## src/rtl/visumon_pkg.sv

```systemverilog
// visumon_pkg: types and constants shared by the visuMon writer and the display receiver.
package visumon_pkg;

    localparam int unsigned LED_COUNT = 64;
    localparam int unsigned COLOR_W   = 12;
    localparam int unsigned LED_IDX_W = 6;

    // Bit layout on the link: [18:13] ledNo, [12:9] red, [8:5] green, [4:1] blue, [0] status.
    typedef struct packed {
        logic [LED_IDX_W-1:0] ledNo;
        logic [3:0]           red;
        logic [3:0]           green;
        logic [3:0]           blue;
        logic                 status;
    } debugInfo_t;

    typedef enum logic [1:0] {
        IDLE,
        SETUP,
        STROBE,
        HOLD
    } wrState_t;

    // Builds one link word from an LED index, its {R,G,B} colour and its status bit.
    function automatic debugInfo_t pack_word(
        input logic [LED_IDX_W-1:0] led,
        input logic [COLOR_W-1:0]   color,
        input logic                 status
    );
        debugInfo_t w;
        w.ledNo  = led;
        w.red    = color[11:8];
        w.green  = color[7:4];
        w.blue   = color[3:0];
        w.status = status;
        return w;
    endfunction

endpackage

```

## src/rtl/visumon_strobe_gen.sv

```systemverilog
// visumon_strobe_gen: SETUP/STROBE/HOLD sequencing of the active-low chip-select for one word.
// A start pulse in IDLE runs one word: 1 SETUP cycle, i_csLowCycles cycles with o_cs low, then
// 1 HOLD cycle. o_busy covers all three; o_done marks the HOLD cycle.
module visumon_strobe_gen
    import visumon_pkg::*;
(
    input  logic       i_clk,
    input  logic       i_reset,
    input  logic       i_start,
    input  logic [3:0] i_csLowCycles,
    output logic       o_cs,
    output logic       o_busy,
    output logic       o_done
);

    wrState_t   r_state;
    wrState_t   w_stateNext;
    logic [3:0] r_cnt;
    logic [3:0] w_cntNext;
    logic       r_cs;

    // Next-state and strobe-length down-counter.
    always_comb begin
        w_stateNext = r_state;
        w_cntNext   = r_cnt;
        unique case (r_state)
            IDLE: begin
                if (i_start) begin
                    w_stateNext = SETUP;
                end
            end
            SETUP: begin
                w_stateNext = STROBE;
                w_cntNext   = i_csLowCycles;
            end
            STROBE: begin
                // A zero length still yields one low cycle so the display always sees an edge.
                if (r_cnt <= 4'd1) begin
                    w_stateNext = HOLD;
                end else begin
                    w_cntNext = r_cnt - 4'd1;
                end
            end
            HOLD: begin
                w_stateNext = IDLE;
            end
            default: begin
                w_stateNext = IDLE;
            end
        endcase
    end

    // State, counter and a glitch-free registered chip-select (forced high by reset).
    always_ff @(posedge i_clk or negedge i_reset) begin
        if (!i_reset) begin
            r_state <= IDLE;
            r_cnt   <= 4'd0;
            r_cs    <= 1'b1;
        end else begin
            r_state <= w_stateNext;
            r_cnt   <= w_cntNext;
            r_cs    <= (w_stateNext != STROBE);
        end
    end

    assign o_cs   = r_cs;
    assign o_busy = (r_state != IDLE);
    assign o_done = (r_state == HOLD);

endmodule

```

## src/rtl/visumon_writer.sv

```systemverilog
// visumon_writer: initiator side of the visuMon debug-LED link.
// Scans 64 LED status bits and sends a word for every LED that changed, was recoloured, or is
// still pending since reset. Holds a per-LED colour table written through a req/ack port.
// Optional build macro VISUMON_WRITER_REFRESH_EN adds a free-running counter that re-marks all
// LEDs dirty every REFRESH_PERIOD cycles.
module visumon_writer
    import visumon_pkg::*;
#(
    parameter int unsigned        CS_LOW_CYCLES  = 2,
    parameter logic [COLOR_W-1:0] DEFAULT_COLOR  = 12'h0F0,
    parameter int unsigned        REFRESH_PERIOD = 1 << 20
) (
    input  logic                 i_clk,
    input  logic                 i_reset,
    input  logic [LED_COUNT-1:0] i_leds,
    input  logic                 i_wrReq,
    input  logic [LED_IDX_W-1:0] i_wrLed,
    input  logic [COLOR_W-1:0]   i_wrColor,
    output logic                 o_wrAck,
    output logic                 o_cs,
    output debugInfo_t           o_debugInfo,
    output logic                 o_busy
);

    if (CS_LOW_CYCLES < 1 || CS_LOW_CYCLES > 15) begin : g_bad_cs_low
        $error("CS_LOW_CYCLES must be in 1..15");
    end
    if (REFRESH_PERIOD < 2) begin : g_bad_refresh
        $error("REFRESH_PERIOD must be at least 2");
    end

    logic [LED_IDX_W-1:0] r_ptr;
    logic [LED_COUNT-1:0] r_dirty;
    logic [LED_COUNT-1:0] w_dirtyNext;
    logic [LED_COUNT-1:0] r_sentStatus;
    logic [COLOR_W-1:0]   r_color [LED_COUNT];
    debugInfo_t           r_debugInfo;
    logic                 r_wrAck;
    logic                 w_busy;
    logic                 w_done;
    logic                 w_launch;
    logic                 w_accept;
    logic                 w_refreshTc;

    // The LED under the pointer needs a word if it is dirty or its status differs from the display.
    assign w_launch = !w_busy && (r_dirty[r_ptr] || (i_leds[r_ptr] != r_sentStatus[r_ptr]));
    // A held request is taken only every other cycle so the ack pulse can be seen and dropped.
    assign w_accept = i_wrReq && !r_wrAck;

    visumon_strobe_gen u_strobe_gen (
        .i_clk         (i_clk),
        .i_reset       (i_reset),
        .i_start       (w_launch),
        .i_csLowCycles (4'(CS_LOW_CYCLES)),
        .o_cs          (o_cs),
        .o_busy        (w_busy),
        .o_done        (w_done)
    );

`ifdef VISUMON_WRITER_REFRESH_EN
    localparam int unsigned RefreshW = $clog2(REFRESH_PERIOD);

    logic [RefreshW-1:0] r_refreshCnt;

    assign w_refreshTc = (r_refreshCnt == RefreshW'(REFRESH_PERIOD - 1));

    // Free-running refresh timer; wraps after REFRESH_PERIOD cycles.
    always_ff @(posedge i_clk or negedge i_reset) begin
        if (!i_reset) begin
            r_refreshCnt <= '0;
        end else if (w_refreshTc) begin
            r_refreshCnt <= '0;
        end else begin
            r_refreshCnt <= r_refreshCnt + RefreshW'(1);
        end
    end
`else
    assign w_refreshTc = 1'b0;
`endif

    // Dirty bookkeeping: launch clears, colour write sets, refresh sets all; sets win over clear.
    always_comb begin
        w_dirtyNext = r_dirty;
        if (w_launch) begin
            w_dirtyNext[r_ptr] = 1'b0;
        end
        if (w_accept) begin
            w_dirtyNext[i_wrLed] = 1'b1;
        end
        if (w_refreshTc) begin
            w_dirtyNext = '1;
        end
    end

    // Scan pointer, sent-status shadow, dirty flags and the outgoing word.
    always_ff @(posedge i_clk or negedge i_reset) begin
        if (!i_reset) begin
            r_ptr        <= '0;
            r_dirty      <= '1;
            r_sentStatus <= '0;
            r_debugInfo  <= '0;
        end else begin
            r_dirty <= w_dirtyNext;
            // Pointer parks on the served LED during the word and steps past it at HOLD.
            if (w_done || (!w_busy && !w_launch)) begin
                r_ptr <= r_ptr + LED_IDX_W'(1);
            end
            // Word is loaded on entry to SETUP so it is stable a full cycle before o_cs falls.
            if (w_launch) begin
                r_debugInfo          <= pack_word(r_ptr, r_color[r_ptr], i_leds[r_ptr]);
                r_sentStatus[r_ptr]  <= i_leds[r_ptr];
            end
        end
    end

    // Colour table and write acknowledge.
    always_ff @(posedge i_clk or negedge i_reset) begin
        if (!i_reset) begin
            for (int i = 0; i < LED_COUNT; i++) begin
                r_color[i] <= DEFAULT_COLOR;
            end
            r_wrAck <= 1'b0;
        end else begin
            r_wrAck <= w_accept;
            if (w_accept) begin
                r_color[i_wrLed] <= i_wrColor;
            end
        end
    end

    assign o_wrAck     = r_wrAck;
    assign o_debugInfo = r_debugInfo;
    assign o_busy      = w_busy;

endmodule

```

## config.mk

```make
export PLATFORM = sky130hd
export DESIGN_NAME = visumon_writer
export DESIGN_NICKNAME = d
export VERILOG_FILES = /design/src/rtl/visumon_pkg.sv /design/src/rtl/visumon_strobe_gen.sv /design/src/rtl/visumon_writer.sv
export SDC_FILE = /design/constraint.sdc
export NUM_CORES = 1
export LEC_CHECK = 0
export BUFFER_PORTS_ARGS = -buffer_cell sky130_fd_sc_hd__buf_2
export CORE_AREA = 5 5 297 299
export CTS_CLUSTER_DIAMETER = 200
export DETAILED_ROUTE_END_ITERATION = 12
export DIE_AREA = 0 0 302 304
export GPL_TIMING_DRIVEN = 0
export PLACE_DENSITY = 0.66
export SLEW_MARGIN = 20
export SYNTH_ARGS = -nofsm -noshare
export SYNTH_HDL_FRONTEND = slang
export SYNTH_SLANG_ARGS = --single-unit
```

## constraint.sdc

```tcl
create_clock -name i_clk -period 5.6 [get_ports i_clk]
set_input_delay 0.56 -clock i_clk [delete_from_list [all_inputs] [get_ports i_clk]]
set_output_delay 0.56 -clock i_clk [all_outputs]
set_load 0.01 [all_outputs]
```

==> reports/qor.yml <==
status:
  status: "finished, final reports clean"
global_route:
  busiest_layer: "met2"
  grt_pass1_wl_mm: 245.2
  met2_usage_pct: 54.19
  grt_use_total_pct: 37.71
  use_met1_pct: 47.97
  grt_max_degree: 145
  globalRouteMet3Util_pct: 14.03
  grt_pass1_vias: 32110
  grt.overflow.total: 0
  antenna_found_initial: 6
critical_path:
  endpoint: "o_debugInfo[11]"
  cp-end-kind: "flip-flop"
  ff2ff_path_depth: 14
  cp.required_ps: 6190
  cp_top_family: "buffers and inverters"
  setup.worst_path.start: "r_ptr[2]"
  cp_num_cells: 14
  critical_path_arrival_ps: 6170
  r2r_end: "o_debugInfo[11]"
  crit_path_cell_trace: "buf_2, buf_2, buf_2, buf_2, and3b_1, clkbuf_1, buf_2, clkbuf_1, a22oi_1, a41oi_1, a21oi_1, o21ai_0, a21oi_2, a31oi_1"
  crit_path_frequent_cell: "buf_2"
  ff2ff_setup_slack_ps: 20
  r2r_start: "r_ptr[2]"
  critPathMaxFanout: 10
  critPathBufInv: 7
  slowest_delay_ps: 1000
  path_class: "reg -> reg"
  crit_path_start_kind: "flip-flop"
  slowest_stage: "clkbuf_1"
clock_tree:
  cts-root-buf: "clkbuf_16"
  post-cts-setup-buffer-count: 0
  cts_tree: "done"
  htree_levels: 3
  clock_latency_ps: 690
  cts.sinks: 929
  path_clk_slew_ps: 60
  cts_made_buffers: 99
  clock_path_buffers: 3
floorplan:
  num_rows: 107
  start_util_pct: 49.81
  dieArea_mm2: 0.09181
  core_area_mm2: 0.08488
  ioPinCount: 107
  die_w_um: 302
  die_y_um: 304
timing:
  finClkSkew_ps: 30.91
  period_minus_slack_ps: 5580
  tightest_slew_ps: 1298
  slew_headroom_pct: 13.50
  slew_viol_final: 0
  grt_setup_unrepaired: "no"
  holdWs_ps: 301.7
  finalCritPeriodShare_pct: 99.64
  finalSetupViolations: 0
  max_freq_mhz: 179.2
  finalHoldViolations: 0
  fin_tns_setup_ps: 0
logic_synthesis:
  synthMuxAreaShare_pct: 25.00
  synth_seq_cells: 929
  ys_async_sr_fraction_pct: 100.0
  yosysTopAreaCell: "dfrtp_1"
  yosys_warnings: 0
  synth_seq_area_share_pct: 55.93
  avgSynthCellArea_um2: 13.38
  synthSimpleGateAreaFrac_pct: 4.667
  synth_top_family_by_area: "multiplexers"
  synth-edff-count: 0
  synth_top_area_share_pct: 35.98
  synth_cells: 3160
  syn_area_mm2: 0.04228
  synth-adder-area-share_pct: 0.2071
  yosysUniqueCellTypes: 63
  synth-xor-area-share_pct: 0.1450
  ys.flop_type: "dfrtp_1"
  synth_compound_area_share_pct: 10.43
  synth.net_count: 3252
  ys_top_cells_by_area: "dfrtp_1 (36%), mux2_2 (21%), dfstp_2 (20%)"
finish:
  layout-drive-gt1-share_pct: 47.12
  nNetsFinal: 3460
  fin_cells: 4601
  final_area_mm2: 0.04801
  post-route-util_pct: 56.56
  area_growth_pct: 13.54
power:
  p_per_area_mw_per_mm2: 472.2
  ir_drop_mv: 0.3195
  p_sw_w: 0.008872
  p_int_w: 0.01380
  seqPwrFrac_pct: 37.3
  p_comb_share_pct: 32.9
  total_leakage_power_nw: 20.80
  clkPwrFrac_pct: 29.9
  swShare_pct: 39.14
placed_design:
  portBuffers: 92
  gp_congestion: 0.9663
  dp.cells: 4411
  placed_cell_area_mm2: 0.04462
  dp_hpwl_mm: 115.6
worst_hold_path:
  hold_class: "in -> reg"
detailed_routing:
  drt_wl_total_mm: 177.2
  drc: 0
  wl_per_cell_um: 38.52
  ant_nets: 0
  firstDrtPassIters: 7
  vias_per_cell: 7.020
  vias: 32300
  first_iter_violations: 4790
job:
  maxCapViolCount: 0
==> through the flow <==
step           power [W]  setup slack [ps]
4_1_cts          0.02224             87.05
5_1_grt          0.02300             124.5
3_5_place_dp     0.01557            -268.4
6_report         0.02267             20.30
3_3_place_gp     0.01535            -14650
2_1_floorplan    0.01200              2426
==> power groups by stage <==
stage	registers [W]	clock network, W	logic, W
2_1_floorplan	0.00834	0	0.00366
3_3_place_gp	0.00846	0	0.00689
3_5_place_dp	0.00851	0	0.00706
4_1_cts	0.00841	0.00675	0.00709
5_1_grt	0.00851	0.00703	0.00747
6_report	0.00845	0.00677	0.00746
==> cell usage in the layout (no fill, tap or decap), types with 22 or more instances in the layout <==
| cell | netlist | layout |
|---|---|---|
| mux2_2 | 781 | 781 |
| dfrtp_1 | 608 | 608 |
| dfstp_2 | 321 | 321 |
| a22oi_1 | 263 | 263 |
| buf_2 | 30 | 171 |
| clkbuf_1 | 190 | 169 |
| clkbuf_16 | 0 | 100 |
| inv_1 | 73 | 73 |
| nor2_1 | 73 | 70 |
| nand2_1 | 68 | 68 |
| nor3_2 | 60 | 63 |
| mux2_1 | 60 | 60 |
| a31oi_1 | 56 | 55 |
| clkbuf_2 | 0 | 54 |
| a221oi_1 | 53 | 53 |
| o21ai_0 | 53 | 53 |
| a22o_1 | 47 | 47 |
| mux4_2 | 39 | 39 |
| o22ai_1 | 38 | 38 |
| nand3_1 | 31 | 31 |
| nand4_1 | 31 | 31 |
| buf_1 | 74 | 22 |
| mux2i_1 | 22 | 22 |
==> logic make-up after synthesis <==
logic type / Yosys count
adders and majority gates: 7
xor gates and xnor gates: 7
AOI/OAI and AO/OA: 601
buffers and inverters: 379
DFF: 929
and+or+nand+nor: 335
muxes: 902
==> synth_stat cells (6+ instances only) <==
cell type,instances
inv_1,73
a22oi_1,263
nor3_2,60
a21oi_1,22
nor2_1,73
o221ai_1,16
buf_6,9
nor4_1,15
nand4_1,31
a31oi_1,56
and3b_1,6
mux2_1,60
buf_2,30
nand2_1,68
mux2i_1,22
buf_1,74
ha_1,7
a221oi_1,53
nand2b_1,8
nor3_1,9
a22o_1,47
o22ai_1,38
dfrtp_1,608
xnor2_1,6
mux2_2,781
a41oi_1,21
clkbuf_1,190
o21ai_0,53
mux4_2,39
nand3_1,31
dfstp_2,321
==> worst min-delay path by stage <==
stage | slack [ps] | cells after the start | from | end
5_1_grt | 360 | 3 | i_wrReq | o_wrAck
3_5_place_dp | 460 | 2 | r_dirty[19] | r_dirty[19]
3_3_place_gp | 450 | 2 | r_dirty[13] | r_dirty[13]
6_report | 300 | 3 | i_wrReq | o_wrAck
4_1_cts | 290 | 3 | i_wrReq | o_wrAck
2_1_floorplan | 260 | 0 | i_reset | o_debugInfo[0]
==> tightest hold or removal path, cell delays in order <==
cell	delay, ps
buf_2	70
nand2b_1	130
inv_1	160
==> cell type report <==
type / instances / area [um^2]
diodes: 4 / 10.01
plain buffers: 302 / 1389
clock buffers: 154 / 2905
clock inverters: 32 / 426.7
fillers: 6905 / 36870
inverters: 75 / 281.5
multi-input cells: 1852 / 17160
flip-flops and latches: 929 / 23650
well taps: 1144 / 1431
repair buffers: 109 / 759.5
==> flip-flops by register name, summed over array words and instances (netlist names) <==
register and count:
r_ptr 6, u_strobe_gen.o_cs 1, u_strobe_gen.r_cnt 4, u_strobe_gen.r_state 2, o_debugInfo 19, r_sentStatus 64, o_wrAck 1, r_dirty 64
r_color 768
==> per-layer routing <==
| layer | up-vias | wire length, um |
|---|---|---|
| met5 | - | 44 |
| met4 | 8 | 14200 |
| met3 | 771 | 23340 |
| met2 | 2625 | 75260 |
| met1 | 16670 | 64390 |
| li1 | 12230 | - |
==> timing repair <==
item,4_1_cts,5_1_grt
pin swaps,0,0
endpoints found under the hold margin,63,0
resized for setup,5,4
hold buffers,1,0
endpoints found under the setup margin,2,3
(Power assumes the default switching activity.)
